`config.mk`:
```
export PLATFORM = sky130hd
export DESIGN_NAME = button_debounce
export DESIGN_NICKNAME = d
export VERILOG_FILES = /design/src/rtl/button_debounce.sv
export SDC_FILE = /design/constraint.sdc
export NUM_CORES = 1
export LEC_CHECK = 0
export ABC_CLOCK_PERIOD_IN_PS = 2800
export BUFFER_PORTS_ARGS = -buffer_cell sky130_fd_sc_hd__buf_2
export CORE_ASPECT_RATIO = 0.6
export CORE_MARGIN = 3
export CORE_UTILIZATION = 40
export CTS_CLUSTER_SIZE = 14
export DETAILED_ROUTE_END_ITERATION = 12
export GPL_TIMING_DRIVEN = 0
export PLACE_DENSITY_LB_ADDON = 0.12
export REMOVE_ABC_BUFFERS = 1
export SLEW_MARGIN = 20
export SYNTH_ARGS = -nofsm -noshare
export SYNTH_HDL_FRONTEND = slang
export SYNTH_SLANG_ARGS = --single-unit
```
`constraint.sdc`:
```
create_clock -name CLK -period 2.8 [get_ports CLK]
set_input_delay 0.14 -clock CLK [delete_from_list [all_inputs] [get_ports CLK]]
set_output_delay 0.14 -clock CLK [all_outputs]
set_load 0.1 [all_outputs]
```
`src/rtl/button_debounce.sv`:
```
// Push-button conditioner: two-flop synchronizer, counter-based debounce, press/release
// edge pulses and a hold-to-repeat FSM whose Step output feeds a downstream counter.
module button_debounce #(
  parameter int unsigned DEBOUNCE_CYCLES = 500000,
  parameter int unsigned REPEAT_DELAY    = 25000000,
  parameter int unsigned REPEAT_PERIOD   = 5000000
) (
  input  logic CLK,
  input  logic RST,
  input  logic Button,
  output logic Level,
  output logic Press,
  output logic Release,
  output logic Repeat,
  output logic Step
);

  localparam int unsigned CntW   = $clog2(DEBOUNCE_CYCLES + 1);
  localparam int unsigned RptMax = (REPEAT_DELAY > REPEAT_PERIOD) ? REPEAT_DELAY : REPEAT_PERIOD;
  localparam int unsigned RptW   = $clog2(RptMax + 1);

  typedef enum logic [1:0] {
    StIdle,
    StHoldDelay,
    StHoldRepeat
  } state_e;

  logic            sync1_q, sync2_q;
  logic [CntW-1:0] db_cnt_q;
  logic [RptW-1:0] rpt_cnt_q;
  state_e          state_q;

  logic db_done, rise, fall, rpt_fire;

  // Level flips once the mismatch has persisted with the counter already at its limit.
  assign db_done = (sync2_q != Level) && (db_cnt_q == CntW'(DEBOUNCE_CYCLES));
  assign rise    = db_done & ~Level;
  assign fall    = db_done & Level;

  always_comb begin
    rpt_fire = 1'b0;
    unique case (state_q)
      StHoldDelay:  rpt_fire = (rpt_cnt_q == RptW'(REPEAT_DELAY));
      StHoldRepeat: rpt_fire = (rpt_cnt_q == RptW'(REPEAT_PERIOD));
      default:      rpt_fire = 1'b0;
    endcase
    // Never repeat in the cycle the release is accepted.
    if (fall) rpt_fire = 1'b0;
  end

  always_ff @(posedge CLK) begin
    if (RST) begin
      sync1_q   <= 1'b0;
      sync2_q   <= 1'b0;
      db_cnt_q  <= '0;
      rpt_cnt_q <= '0;
      state_q   <= StIdle;
      Level     <= 1'b0;
      Press     <= 1'b0;
      Release   <= 1'b0;
      Repeat    <= 1'b0;
      Step      <= 1'b0;
    end else begin
      sync1_q <= Button;
      sync2_q <= sync1_q;

      if ((sync2_q == Level) || db_done) begin
        db_cnt_q <= '0;
      end else begin
        db_cnt_q <= db_cnt_q + 1'b1;
      end
      if (db_done) Level <= ~Level;

      Press   <= rise;
      Release <= fall;
      Repeat  <= rpt_fire;
      Step    <= rise | rpt_fire;

      // rpt_cnt_q holds cycles elapsed since the last Press or Repeat.
      if (rise) begin
        state_q   <= (REPEAT_DELAY != 0) ? StHoldDelay : StIdle;
        rpt_cnt_q <= RptW'(1);
      end else if (fall || !Level) begin
        state_q   <= StIdle;
        rpt_cnt_q <= '0;
      end else begin
        unique case (state_q)
          StHoldDelay: begin
            if (rpt_fire) begin
              state_q   <= StHoldRepeat;
              rpt_cnt_q <= RptW'(1);
            end else begin
              rpt_cnt_q <= rpt_cnt_q + 1'b1;
            end
          end
          StHoldRepeat: begin
            if (rpt_fire) begin
              rpt_cnt_q <= RptW'(1);
            end else begin
              rpt_cnt_q <= rpt_cnt_q + 1'b1;
            end
          end
          default: rpt_cnt_q <= '0;
        endcase
      end
    end
  end

endmodule

```
==> reports/metrics.cfg <==
[outcome]
outcome=complete, no violations

[layout]
nNetsFinal=291
final_cell_mix=54 x nor2_1, 53 x dfxtp_1, 23 x xnor2_1
fillCellCount=603
drive_above_1_share_pct=6.38
final_common_cell=nor2_1
antenna-diode-count=0
layout.cells.non_filler=362
syn_to_final_growth_pct=7.26

[setup_path]
crit_required_ps=2970
end_kind=flip-flop
path_max_fanout=24
rrSetupSlack_ps=400
rr_startpoint=rpt_cnt_q[0]
r2r_cells=7
cp_top_family=simple AND/OR/NAND/NOR gates
arrival_ps=2570
max_stage_delay_ps=540
critPathKind=reg -> reg
regToRegEndpoint=rpt_cnt_q[18]
slowest_stage=a2111oi_4
start_kind=flip-flop
path_cells=inv_1, ha_1, nor4bb_1, nand4b_1, a2111oi_4, or3_2, nor2_1
path_buf_inv=1

[floorplan]
boundaryPins=8
initial_core_util_pct=42.4
rows=21
core_area_um2=5730
dieArea_um2=7080
chipWidth_um=107
die_height_um=66.4

[yosys]
ys_seq_elements=53
ys_seq_area_share_pct=43.7
synth_area_per_cell_um2=8.90
synth.distinct_cells=33
synth_area_leaders=dfxtp_1 44%, nor2_1 8.3%, xnor2_1 8.3%
synth_area_leader_cell=dfxtp_1
synth_cells=273
synth_area_um2=2430
yosysTopAreaCellShare_pct=43.7
yosysWarnings=0

[timing]
slew_headroom_pct=51.6
layout_min_cycle_time_ps=2400
skew_ps=8.04
final_max_slew_viol_count=0
setup-tns-final_ps=0
hold_viol_final=0
tightest_slew_ps=720
rsz0062_at_grt=no
timing.final.crit_share_pct=85.8
setup_viol=0
fmax_mhz=416
hold_ws_ps=48.2

[power]
power_frac_clock_pct=36.3
p_sw_w=0.000245
power.total_w=0.00120
p_int_w=0.000955
power.density_nw_per_um2=461
p_seq_share_pct=63.0
leakagePower_nw=0.788
p_sw_share_pct=20.4
power_frac_comb_pct=0.7
irDropWorstVdd_v=0.000197

[clocking]
path_clk_slew_ps=90
cts_sinks=53
root_buffer=clkbuf_8
cts_setup_buffers=0
cts_resized=0
cts_buffer_depth=2
ctsHoldBuffers=0
worstSkewPairLatency_ps=300
cts_buffers=5
h-tree-depth=2
cts_tree=done

[drt]
wirelength_um=4770
viasPerCell=4.97
num_vias=1798
drt_iter0_drc=133
drc=0
ant_nets=0
top_layer_used=met4
drtPass1Iterations=5
wl_met1_um=2950
met2_length_um=1550
wl_per_cell_um=13.2
met3_wirelength_um=243

[placement]
dpl.cell_count=355
globalplace.congestion=0.729
hpwl_um=3470
port_buffers=7

[global_route]
antenna_found_initial=0
grt_max_degree=25
grt_first_pass_wirelength_um=8310
gr-total-overflow=0
grtUsageTotal_pct=15.0
grt_pass1_vias=1548

[flow_run]
drv_cap=0

[hold_path]
hold_end=sync1_q
min_from=Button
hold_class=in -> reg
worstHoldPathCells=2

==> routing by layer <==
layer | GRT usage (%) | up-vias
met5 | 0 | -
met4 | 4.31 | 0
met3 | 3.80 | 2
met2 | 16.1 | 32
met1 | 26.1 | 822
li1 | - | 942
==> per-stage QoR <==
stage	setup slack [ps]	cell area, um^2	util (%)
2_1_floorplan	607	2380	-
3_3_place_gp	184	2520	44.0
3_5_place_dp	113	2520	44.0
4_1_cts	101	2610	45.5
5_1_grt	166	2610	45.5
6_report	398	2610	45.5
==> kinds of logic (layout without fill, tap and decap cells) <==
| logic type | Yosys count | count (layout) | synth area share (%) |
|---|---|---|---|
| AOI/OAI and AO/OA | 8 | 8 | 3.45 |
| xor gates and xnor gates | 41 | 41 | 14.8 |
| adders and majority gates | 6 | 6 | 3.09 |
| buffers and inverters | 19 | 28 | 4.07 |
| DFF | 53 | 53 | 43.7 |
| muxes | 1 | 1 | 0.412 |
| and+or+nand+nor | 145 | 145 | 30.5 |
==> worst max-delay path by stage <==
| stage | startpoint | to | cells past startpoint |
|---|---|---|---|
| CTS | rpt_cnt_q[0] | rpt_cnt_q[18] | 7 |
| finish | rpt_cnt_q[0] | rpt_cnt_q[18] | 7 |
| floorplan | Level | rpt_cnt_q[10] | 3 |
| global route | rpt_cnt_q[0] | rpt_cnt_q[3] | 7 |
| detailed placement | rpt_cnt_q[0] | rpt_cnt_q[18] | 7 |
| global placement | state_q[0] | rpt_cnt_q[19] | 6 |
==> area by class of cell <==
type / instances / area, um^2 / area share, %
flip-flops and latches: 53 / 1060 / 40.7
multi-input cells: 201 / 1270 / 48.8
well taps: 80 / 100 / 3.84
inverters: 14 / 52.6 / 2.02
clock buffers: 7 / 86.3 / 3.31
repair buffers: 7 / 35.0 / 1.34
==> synthesized netlist by cell type <==
master / instances
nor2_1: 54
dfxtp_1: 53
xnor2_1: 23
nand3_1: 20
xor2_1: 18
nand2_1: 16
inv_1: 14
nand4_1: 9
nor3_1: 9
and3_1: 7
nor4_1: 7
ha_1: 6
nor4bb_1: 6
or3_1: 4
a21oi_1: 3
and4_1: 3
nor4b_1: 3
buf_6: 2
nor2b_1: 2
a2111oi_4: 1
a211o_2: 1
and2_1: 1
buf_1: 1
buf_2: 1
buf_8: 1
mux2i_1: 1
nand2b_1: 1
nand3b_1: 1
nand4b_1: 1
o21bai_1: 1
o311ai_2: 1
o31ai_1: 1
or3_4: 1
==> flip-flops by register name, summed over array words and instances, names as in the netlist <==
signal / count
Step: 1
state_q: 2
Release: 1
sync2_q: 1
Level: 1
sync1_q: 1
Repeat: 1
rpt_cnt_q: 25
db_cnt_q: 19
Press: 1
==> power by group through the flow <==
stage               clock (W)  sequential (W)  combinational, W
CTS                  0.000454        0.000756        0.00000881
global route         0.000499        0.000757         0.0000102
finish               0.000436        0.000756        0.00000859
detailed placement          0        0.000774        0.00000875
global placement            0        0.000774        0.00000856
floorplan                   0        0.000774        0.00000500
Power figures use the tool's default switching activity.
